===== config.mk =====
export PLATFORM = sky130hd
export DESIGN_NAME = ysyx_23060096_wbu
export DESIGN_NICKNAME = d
export VERILOG_FILES = /design/src/rtl/ysyx_23060096_pkg.sv /design/src/rtl/ysyx_23060096_wbu_loadalign.sv /design/src/rtl/ysyx_23060096_wbu.sv
export SDC_FILE = /design/constraint.sdc
export NUM_CORES = 1
export LEC_CHECK = 0
export BUFFER_PORTS_ARGS = -buffer_cell sky130_fd_sc_hd__buf_4
export CORE_UTILIZATION = 40
export CTS_CLUSTER_DIAMETER = 100
export DETAILED_ROUTE_END_ITERATION = 10
export PLACE_DENSITY = 0.69
export SKIP_LAST_GASP = 1
export SLEW_MARGIN = 15
export SYNTH_ARGS = -nofsm -noshare
export SYNTH_HDL_FRONTEND = slang
export SYNTH_HIERARCHICAL = 1
export SYNTH_SLANG_ARGS = --single-unit
export TNS_END_PERCENT = 10

===== constraint.sdc =====
create_clock -name clk -period 4.4 [get_ports clk]
set_input_delay 0.88 -clock clk [delete_from_list [all_inputs] [get_ports clk]]
set_output_delay 0.88 -clock clk [all_outputs]
set_load 0.01 [all_outputs]

===== src/rtl/ysyx_23060096_pkg.sv =====
// Shared writeback definitions: load-type encodings and the queue entry record.
package ysyx_23060096_pkg;

  localparam int WBU_AW = 5;
  localparam int WBU_DW = 32;

  typedef enum logic [2:0] {
    LD_PASS = 3'b000,
    LD_LB   = 3'b001,
    LD_LH   = 3'b010,
    LD_LW   = 3'b011,
    LD_LBU  = 3'b100,
    LD_LHU  = 3'b101
  } ldtype_e;

  // Value is stored already formatted so the writeback path is a plain mux.
  typedef struct packed {
    logic              wen;
    logic [WBU_AW-1:0] rd;
    logic [WBU_DW-1:0] value;
  } wbu_entry_t;

endpackage


===== src/rtl/ysyx_23060096_wbu_loadalign.sv =====
// Load formatter: byte/half select by offset, then sign or zero extension.
module ysyx_23060096_LoadAlign
  import ysyx_23060096_pkg::*;
#(
  parameter int DATA_WIDTH = 32
) (
  input  logic [2:0]            ldtype,
  input  logic [1:0]            addr_lo,
  input  logic [DATA_WIDTH-1:0] raw,
  output logic [DATA_WIDTH-1:0] value
);

  logic [7:0]  b;
  logic [15:0] h;

  always_comb begin
    b = raw[{addr_lo, 3'b000} +: 8];
    h = raw[{addr_lo[1], 4'b0000} +: 16];
    case (ldtype)
      LD_LB:   value = {{(DATA_WIDTH-8){b[7]}}, b};
      LD_LH:   value = {{(DATA_WIDTH-16){h[15]}}, h};
      LD_LBU:  value = {{(DATA_WIDTH-8){1'b0}}, b};
      LD_LHU:  value = {{(DATA_WIDTH-16){1'b0}}, h};
      default: value = raw;
    endcase
  end

endmodule


===== src/rtl/ysyx_23060096_wbu.sv =====
// Writeback queue: formats results on entry, retires one per cycle to the
// register file and forwards the youngest pending value to decode.
module ysyx_23060096_wbu
  import ysyx_23060096_pkg::*;
#(
  parameter int ADDR_WIDTH = 5,
  parameter int DATA_WIDTH = 32,
  parameter int DEPTH      = 2
) (
  input  logic                  clk,
  input  logic                  rst,
  input  logic                  in_valid,
  output logic                  in_ready,
  input  logic [ADDR_WIDTH-1:0] in_rd,
  input  logic                  in_wen,
  input  logic [DATA_WIDTH-1:0] in_data,
  input  logic [2:0]            in_ldtype,
  input  logic [1:0]            in_addr_lo,
  input  logic                  wb_stall,
  output logic                  w_en,
  output logic [ADDR_WIDTH-1:0] waddr,
  output logic [DATA_WIDTH-1:0] wdata,
  input  logic [ADDR_WIDTH-1:0] Ra,
  input  logic [ADDR_WIDTH-1:0] Rb,
  output logic                  fwd_a_hit,
  output logic                  fwd_b_hit,
  output logic [DATA_WIDTH-1:0] fwd_a_data,
  output logic [DATA_WIDTH-1:0] fwd_b_data,
  output logic [31:0]           retire_cnt
);

  localparam int PW = $clog2(DEPTH);

  wbu_entry_t            q [DEPTH];
  wbu_entry_t            head, ent, fe;
  logic [PW:0]           wr_ptr, rd_ptr, count;
  logic [PW-1:0]         idx;
  logic                  full, empty, push, pop, live;
  logic [DATA_WIDTH-1:0] fmt;

  ysyx_23060096_LoadAlign #(.DATA_WIDTH(DATA_WIDTH)) u_align (
    .ldtype  (in_ldtype),
    .addr_lo (in_addr_lo),
    .raw     (in_data),
    .value   (fmt)
  );

  assign count = wr_ptr - rd_ptr;
  assign full  = (count == (PW+1)'(DEPTH));
  assign empty = (wr_ptr == rd_ptr);

  // Reset masks the queue so no stale entry can retire or forward.
  assign in_ready = rst || !full;
  assign push     = !rst && in_valid && !full;
  assign pop      = !rst && !empty && !wb_stall;
  assign head     = q[rd_ptr[PW-1:0]];

  always_comb begin
    ent       = '0;
    ent.wen   = in_wen;
    ent.rd    = WBU_AW'(in_rd);
    ent.value = WBU_DW'(fmt);
  end

  assign w_en  = pop && head.wen && (head.rd != '0);
  assign waddr = ADDR_WIDTH'(head.rd);
  assign wdata = DATA_WIDTH'(head.value);

  always_ff @(posedge clk) begin
    if (rst) begin
      wr_ptr     <= '0;
      rd_ptr     <= '0;
      retire_cnt <= '0;
    end else begin
      if (push) begin
        q[wr_ptr[PW-1:0]] <= ent;
        wr_ptr            <= wr_ptr + 1'b1;
      end
      if (pop) begin
        rd_ptr     <= rd_ptr + 1'b1;
        retire_cnt <= retire_cnt + 32'd1;
      end
    end
  end

  // Walk oldest to youngest so the last match wins; the head stays visible
  // in the cycle it pops because the register file only updates at the edge.
  always_comb begin
    fwd_a_hit  = 1'b0;
    fwd_b_hit  = 1'b0;
    fwd_a_data = '0;
    fwd_b_data = '0;
    idx        = '0;
    fe         = '0;
    live       = 1'b0;
    for (int i = 0; i < DEPTH; i++) begin
      idx  = rd_ptr[PW-1:0] + PW'(i);
      fe   = q[idx];
      live = !rst && ((PW+1)'(i) < count) && fe.wen && (fe.rd != '0);
      if (live && (fe.rd == WBU_AW'(Ra))) begin
        fwd_a_hit  = 1'b1;
        fwd_a_data = DATA_WIDTH'(fe.value);
      end
      if (live && (fe.rd == WBU_AW'(Rb))) begin
        fwd_b_hit  = 1'b1;
        fwd_b_data = DATA_WIDTH'(fe.value);
      end
    end
  end

endmodule

# After elaboration in Yosys (flattened, before gate mapping)
# Memories as Yosys holds them, arrays and structs flattened. A register that Yosys moved wholly into a read port is not among the register bits.
# Cells that the tools add are included.
word_totals:
  reg_bits: 36
  ram_bits: 76
  in_bits: 57
  out_inout_bits: 137
  wordCells: 60
  n_memories: 1
op_classes:
  n_addsub: 5
  magnitude_cmp: 2
  eq_ne: 10
  shift: 2
  mux: 14
  reduce_logical: 23
mem_list:
  columns: ["name", "words", "width", "read_ports", "rd_ports_with_merged_regs", "write_ports", "line_no", "text"]
  rows:
  - ["q", 2, 38, 2, 1, 1, "ysyx_23060096_wbu.sv:34", "wbu_entry_t q [DEPTH];"]
op_table:
  columns: ["cell", "n"]
  rows:
  - ["$mux W32", 4]
  - ["$pmux W32 S4", 1]
  - ["$add A32 B1 Y32 const B", 1]
  - ["$shiftx A32 B6 Y16", 1]
  - ["$shiftx A32 B6 Y8", 1]
  - ["$eq A5 B5 Y1", 4]
  - ["$logic_and A1 B1 Y1", 16]
  - ["$reduce_bool A5 Y1", 2]
  - ["$mux W1", 9]
  - ["$eq A3 B3 Y1 const B", 2]
  - ["$add A2 B1 Y2 const B", 2]
  - ["$logic_not A1 Y1", 4]
  - ["$lt A1 B2 Y1 const A", 2]
  - ["$eq A3 B1 Y1 const B", 1]
  - ["$eq A3 B2 Y1 const B", 1]
  - ["$eq A2 B2 Y1", 1]
  - ["$eq A2 B2 Y1 const B", 1]
  - ["$sub A2 B2 Y2", 1]
  - ["$add A1 B1 Y1 const B", 1]
  - ["$logic_or A1 B1 Y1", 1]

# Depth between registers and ports, before layout
# Gate-level depths: netlist of run 1.
logic_depth:
  ltp_word: 8
  ltp_mapped: 9
  depth_no_buf: 7

# Modules after synthesis
# The synthesis of run 1 kept the hierarchy.
by_module_without_submodules:
  columns: ["mod", "n_inst", "cells_each", "area_each_um2", "seq_area_each_um2"]
  rows:
  - ["ysyx_23060096_wbu", 1, 453, 5574.1, 3022.9]
  - ["ysyx_23060096_LoadAlign", 1, 144, 994.7, 0.0]

# Worst setup path after synthesis of run 1
# OpenSTA, ideal clock, no wires.
synth_timing:
  path_type: "input port to flip-flop"
  startpoint: "input port rst"
  endpoint: "memory q[0][0] in the netlist's numbering, enable pin"
  setup_time_ns: 0.480
  arrival_time_ns: 3.991
  t_required_ns: 3.920
  path_slack_ns: -0.071
  cell_stages: 3
  path_buffers: 2
  cell_sequence: "clkbuf_1 -> clkbuf_1 -> nor3_1"
synth_between:
  elab_chain_len: 6
synth_rtl:
  columns: ["item", "line_no", "text"]
  rows:
  - ["start: declaration", "ysyx_23060096_wbu.sv:11", "input logic rst,"]
  - ["$logic_not A1 Y1", "ysyx_23060096_wbu.sv:54", "assign push = !rst && in_valid && !full;"]
  - ["$logic_and A1 B1 Y1 (2 in a row)", "ysyx_23060096_wbu.sv:54", null]
  - ["$mux W1", "ysyx_23060096_wbu.sv:75", "if (push) begin"]
  - ["$mux W1 (*)", "ysyx_23060096_wbu.sv:70", "if (rst) begin"]
  - ["$mux W1 (implied by the code) (*)", "ysyx_23060096_wbu.sv:76", "q[wr_ptr[PW-1:0]] <= ent;"]
  - ["end: declaration", "ysyx_23060096_wbu.sv:34", null]
# Mark *: on every way between the ends. The rest lies on a longest branch, timed or not.

==> summary.txt, run 1 <==
largest net degree at the start of global routing -> 44
number of buffers created by CTS -> 17
skew final -> 0.0107 ns
GPL Wtd Cong -> 0.922
Power Dens Cells -> 348 nW/um^2
std cell rows -> 46
worst skew pair latency -> 0.41 ns
worst path arrival time -> 3.18 ns
Hold Vio Cnt, Final -> 0
Seq. cell area -> 3020 um^2
top cell type's share of synthesized area -> 34.7%
non-filler cells, final -> 1,009
type of the worst setup path -> register to output pin
post-route ant nets -> 0
DR vias -> 5,674
Synth Warn # -> 6
fin. max-slew vios -> 0
area of the multi-input gates -> 3250 um^2
sequential share of the synthesized area -> 46.0%
Post-synth top cells -> 76 x edfxtp_1, 64 x a22o_1, 44 x nor2_1
Crit path max-delay family -> multiplexers
CP peak stage delay -> 0.64 ns
CTS sink cnt -> 113
worst path bufs/invs -> 2
ys flop type -> edfxtp_1
unrepaired setup endpoints after global routing -> no
Die Y -> 130 um
Max Clk Rate -> 246 MHz
DRC violations left -> 0
core area -> 15,900 um^2
Placement Cell Area -> 8160 um^2
syn nets -> 656
WL/cell -> 19.1 um
TritonRoute pass-1 iters -> 5
post-layout minimum cycle time -> 4.06 ns
placed wire-length estimate -> 14,100 um
violation count after the first detailed-route iteration -> 381
CTS tree -> yes
Initial Util -> 41.2%
layout cell share with drive strength beyond 1 -> 36.6%
worst path required time -> 3.52 ns
final WL -> 19,200 um
initial antenna violation count -> 0
P&R area growth vs syn -> 33.2%
H-tree levels -> 4
Nets -> 839
MaxCap Viol Count -> 0
Ant. Diodes -> 0
Worst Setup Slack, final -> 0.341 ns
cell taking the most area after synthesis -> edfxtp_1
measured slew at the worst slew-check pin -> 1.09 ns
vias in the first global route -> 5,237
die span in x -> 130 um
# Post-CTS Setup Buffers -> 0
top post-synthesis cells by area -> edfxtp_1 35%, dfxtp_1 11%, a22o_1 8.5%, mux2_2 6.0%, xnor2_1 4.9%
Total GRT Usage -> 22.5%
total power -> 3.05 mW
Worst Setup End Kind -> output pin
HP Class -> register to register
first-pass GRT wire length -> 28,600 um
asr flop ratio synth -> 0%
count leader, synth -> edfxtp_1
Non-Filler Cell Area, Final -> 8750 um^2
Root Buffer -> clkbuf_16
Slew HR -> 27.4%
Syn Area/Cell -> 11.0 um^2
Inst Count DP -> 977
Synth Instances -> 597
Die Area -> 16,900 um^2
Setup-failing EPs final -> 0
slowest CP cell -> dfxtp_2
vias per cell -> 5.62
number of synthesized flops with an enable pin -> 76
Resized Gates After CTS -> 0
Port Buf Inserts -> 193
CTS Hold Bufs -> 0
outcome -> finished clean
critical path fanouts, max -> 23
GRT overflow -> 0
Lkg Pwr -> 3.51 nW
peak supply drop -> 0.000254 V
fillers -> 1,427
Bufs on Longest Clock Path -> 2
count of cell types in the netlist -> 58
crit path launch type -> register
Reg clk slew, reported paths -> 0.06 ns
#FFs+latches synth -> 113
Final period util -> 92.2%
DP Worst Slack -> 0.795 ns
io pins -> 194
synthesized area -> 6570 um^2
CP cell instances -> mux2i_1 -> xnor2_1 -> nor3_1 -> nand4_1 -> mux2i_4 -> buf_12 -> a22o_1 -> buf_4
final setup TNS -> 0 ns
## cells by family (layout without fill, tap and decap cells)
logic type / count (synthesis) / after routing / synth area share (%)
AO/OA/AOI/OAI: 165 / 165 / 19.8
AND/OR/NAND/NOR: 148 / 148 / 11.8
flip-flops: 113 / 113 / 46.0
buffers and inverters: 61 / 257 / 5.09
multiplexers: 55 / 55 / 9.56
XOR/XNOR: 52 / 52 / 7.16
adder cells (fa/ha/maj): 3 / 3 / 0.552
## per-layer routing
metal	track usage, %	share of wire, %	routed length, um	vias up
met5	0	0	0	-
met4	9.10	2.0	389	0
met3	4.43	6.7	1290	28
met2	35.2	47	9110	237
met1	30.4	44	8440	2755
li1	-	-	-	2654
## stage by stage
step	hold slack, ns	util (%)
2_1_floorplan	0.506	-
3_3_place_gp	0.478	51.2
3_5_place_dp	0.497	51.2
4_1_cts	0.506	54.9
5_1_grt	0.526	54.9
6_report	0.495	54.9
## cell usage in the layout (no fill, tap or decap), types with 9 or more instances in the layout
| master | count |
|---|---|
| xnor2_1 | 37 |
| xor2_1 | 13 |
| and3_1 | 12 |
| a22o_1 | 64 |
| o22ai_1 | 11 |
| nor2_1 | 44 |
| nand2_1 | 15 |
| nand4_1 | 13 |
| buf_4 | 201 |
| a21oi_1 | 17 |
| dfxtp_1 | 36 |
| mux2_2 | 35 |
| o22a_1 | 9 |
| a211oi_1 | 10 |
| edfxtp_1 | 76 |
| nand3_1 | 22 |
| mux2i_1 | 12 |
| inv_1 | 21 |
| a21o_1 | 14 |
| o21ai_0 | 20 |
| clkbuf_16 | 17 |
## report_power, final
part	internal [mW]	switching [mW]
Sequential	1.20	0.0379
Combinational	0.208	0.242
Clock	0.898	0.466
## registers in the layout (all words and copies together) (netlist names), named ones only
signal      flops
q              76
retire_cnt     32
rd_ptr          2
wr_ptr          2
## worst reg2reg max path: stages, from the launching register on
cell       delay [ns]
dfxtp_1          0.37
inv_1            0.10
ha_1             0.43
a2111oi_4        0.60
nand3_1          0.46
or3_1            0.47
a21oi_1          0.14
## layout make-up
class	instances	area share, %
flip-flops and latches	113	34.6
well taps	216	3.09
clock inverters	11	1.57
inverters	23	0.987
repair buffers	202	17.5
multi-input cells	423	37.2
clock buffers	21	5.15
## worst paths after layout
| check | from | endpoint | slack (ns) | depth (start not counted) |
|---|---|---|---|---|
| max | register | fwd_b_data[0] | 0.34 | 8 |
| min | retire_cnt[31] | retire_cnt[31] | 0.49 | 2 |
| max reg2reg | wr_ptr[0] | retire_cnt[27] | 1.76 | 6 |
| min reg2reg | retire_cnt[31] | retire_cnt[31] | 0.49 | 2 |
(Power assumes the default switching activity.)
==> run 2, diff against run 1 <==
Settings changed: PLACE_DENSITY 0.69 to 0.66.
Clock period 4.4 ns to 4 ns, I/O delays scaled along.
==> summary.txt, run 2 (synthesized netlist as in run 1, its figures left out) <==
R2R setup slack -> 1.37 ns (-0.39 ns)
Initial Util -> 41.2% (unchanged)
vias in the first global route -> 5,321 (+1.6%)
layout cell share with drive strength beyond 1 -> 36.9% (+0.30 points)
Die Y -> 130 um (unchanged)
core area -> 15,900 um^2 (unchanged)
Ant. Diodes -> 0 (unchanged)
Final period util -> 96.3%
Die Area -> 16,900 um^2 (unchanged)
total power -> 3.26 mW (+6.8%)
Nets -> 838 (-0.12%)
Total GRT Usage -> 23.4% (+0.97 points)
slowest CP cell -> ha_1
CTS tree -> yes
DP Worst Slack -> 0.419 ns (-0.375 ns)
Port Buf Inserts -> 193 (unchanged)
worst skew pair latency -> 0.41 ns (about the same)
type of the worst setup path -> register to output pin
Hold Vio Cnt, Final -> 0 (unchanged)
min-delay src -> retire_cnt[31]
CTS sink cnt -> 113 (unchanged)
H-tree levels -> 4 (unchanged)
Setup-failing EPs final -> 0 (unchanged)
peak supply drop -> 0.000281 V (+11%)
io pins -> 194 (unchanged)
HP Class -> register to register
CP peak stage delay -> 0.42 ns (-0.22 ns)
Worst Setup End Kind -> output pin
std cell rows -> 46 (unchanged)
final WL -> 19,700 um (+2.5%)
CP cell instances -> inv_1 -> ha_1 -> a211oi_1 -> o41a_1 -> nand4_1 -> mux2i_4 -> buf_4 -> a22o_1 -> buf_4
worst-case reg-to-reg path depth -> 6 (unchanged)
CTS Hold Bufs -> 0 (unchanged)
Inst Count DP -> 976 (-0.10%)
most used cell, CP -> buf_4
Crit path max-delay family -> compound AO/OA/AOI/OAI gates
initial antenna violation count -> 0 (unchanged)
number of buffers created by CTS -> 17 (unchanged)
measured slew at the worst slew-check pin -> 1.15 ns (+0.0639 ns)
DR vias -> 5,674 (unchanged)
Lkg Pwr -> 3.47 nW (-0.90%)
vias per cell -> 5.63 (about the same)
post-route ant nets -> 0 (unchanged)
violation count after the first detailed-route iteration -> 372 (-2.4%)
max FFs per register -> 76 (unchanged)
worst path bufs/invs -> 3 (+1)
GPL Wtd Cong -> 0.845 (-8.4%)
DRC violations left -> 0 (unchanged)
final setup TNS -> 0 ns (unchanged)
post-layout minimum cycle time -> 3.85 ns
Slew HR -> 23.1% (-4.3 points)
# Post-CTS Setup Buffers -> 0 (unchanged)
Critical R2R Launch -> wr_ptr[0]
Reg clk slew, reported paths -> 0.05 ns (about the same)
WHS Path Cells -> 2 (unchanged)
worst path required time -> 3.20 ns (-0.32 ns)
P&R area growth vs syn -> 32.5%
non-filler cells, final -> 1,008 (-0.099%)
GRT overflow -> 0 (unchanged)
TritonRoute pass-1 iters -> 5 (unchanged)
largest net degree at the start of global routing -> 46 (+4.5%)
outcome -> finished clean
first-pass GRT wire length -> 29,600 um (+3.5%)
fin. max-slew vios -> 0 (unchanged)
Root Buffer -> clkbuf_16
unrepaired setup endpoints after global routing -> no
critical path fanouts, max -> 22 (-4.3%)
most frequent cells in the layout -> 201 x buf_4, 76 x edfxtp_1, 64 x a22o_1
Max Clk Rate -> 260 MHz
skew final -> 0.00793 ns (-0.00279 ns)
die span in x -> 130 um (unchanged)
placed wire-length estimate -> 14,300 um (+1.7%)
Power Dens Cells -> 374 nW/um^2 (+7.4%)
commonest non-fill, non-tap cell in the layout -> buf_4
WL/cell -> 19.6 um (+2.6%)
Hold EP -> retire_cnt[31]
RR Endpoint -> retire_cnt[23]
Worst Setup Slack, final -> 0.149 ns (-0.192 ns)
MaxCap Viol Count -> 0 (unchanged)
crit path launch type -> register
Bufs on Longest Clock Path -> 2 (unchanged)
worst path arrival time -> 3.05 ns (-0.13 ns)
==> run 2: through the flow <==
step	hold slack [ns]	instance area, um^2	utilization, %
2_1_floorplan	0.506	6570	-
3_3_place_gp	0.475	8140	51.1
3_5_place_dp	0.490	8140	51.1
4_1_cts	0.497	8700	54.6
5_1_grt	0.524	8700	54.6
6_report	0.500	8700	54.6
==> run 2: cell type report <==
| cell class | count | area [um^2] |
|---|---|---|
| Clock buffer | 19 | 443 |
| Clock inverter | 13 | 113 |
| Fill cell | 1436 | 7240 |
| Inverter | 23 | 86.3 |
| Multi-Input combinational cell | 423 | 3250 |
| Sequential cell | 113 | 3030 |
| Tap cell | 216 | 270 |
| Timing Repair Buffer | 201 | 1510 |
==> run 2: power by group <==
part | leakage (nW) | switching, mW | internal [mW]
sequential | 1.00 | 0.0446 | 1.32
clock | 0.259 | 0.536 | 0.866
combinational | 2.21 | 0.264 | 0.227
total | 3.47 | 0.845 | 2.41
==> run 2: layer usage <==
metal | global-route usage (%) | vias up | part of all wire (%)
met4 | 9.99 | 0 | 2.3
met3 | 4.43 | 28 | 5.2
met5 | 0 | - | 0
li1 | - | 2659 | -
met2 | 37.3 | 176 | 49
met1 | 31.1 | 2811 | 44
==> run 2: worst max-delay path by stage <==
stage	start	endpoint	slack (ns)	cells after the start
after floorplan	rst	q[1][0]	-0.28	2
after global placement	register	fwd_b_data[3]	0.48	7
after detailed placement	rst	fwd_b_data[0]	0.42	8
after CTS	rd_ptr[0]	fwd_b_data[0]	0.05	8
after global routing	wr_ptr[0]	fwd_a_data[15]	0.002	9
final	wr_ptr[0]	fwd_b_data[0]	0.15	9
==> run 2: timing repair <==
item                       4_1_cts  5_1_grt
gates resized for setup          1        1
pin swaps                        0        0
setup endpoints to repair       27       64
==> run 2: worst min-delay path, cell delays in order (launching register included) <==
cell and delay [ns]:
dfxtp_1 0.32, o21ai_0 0.07, a21oi_1 0.06
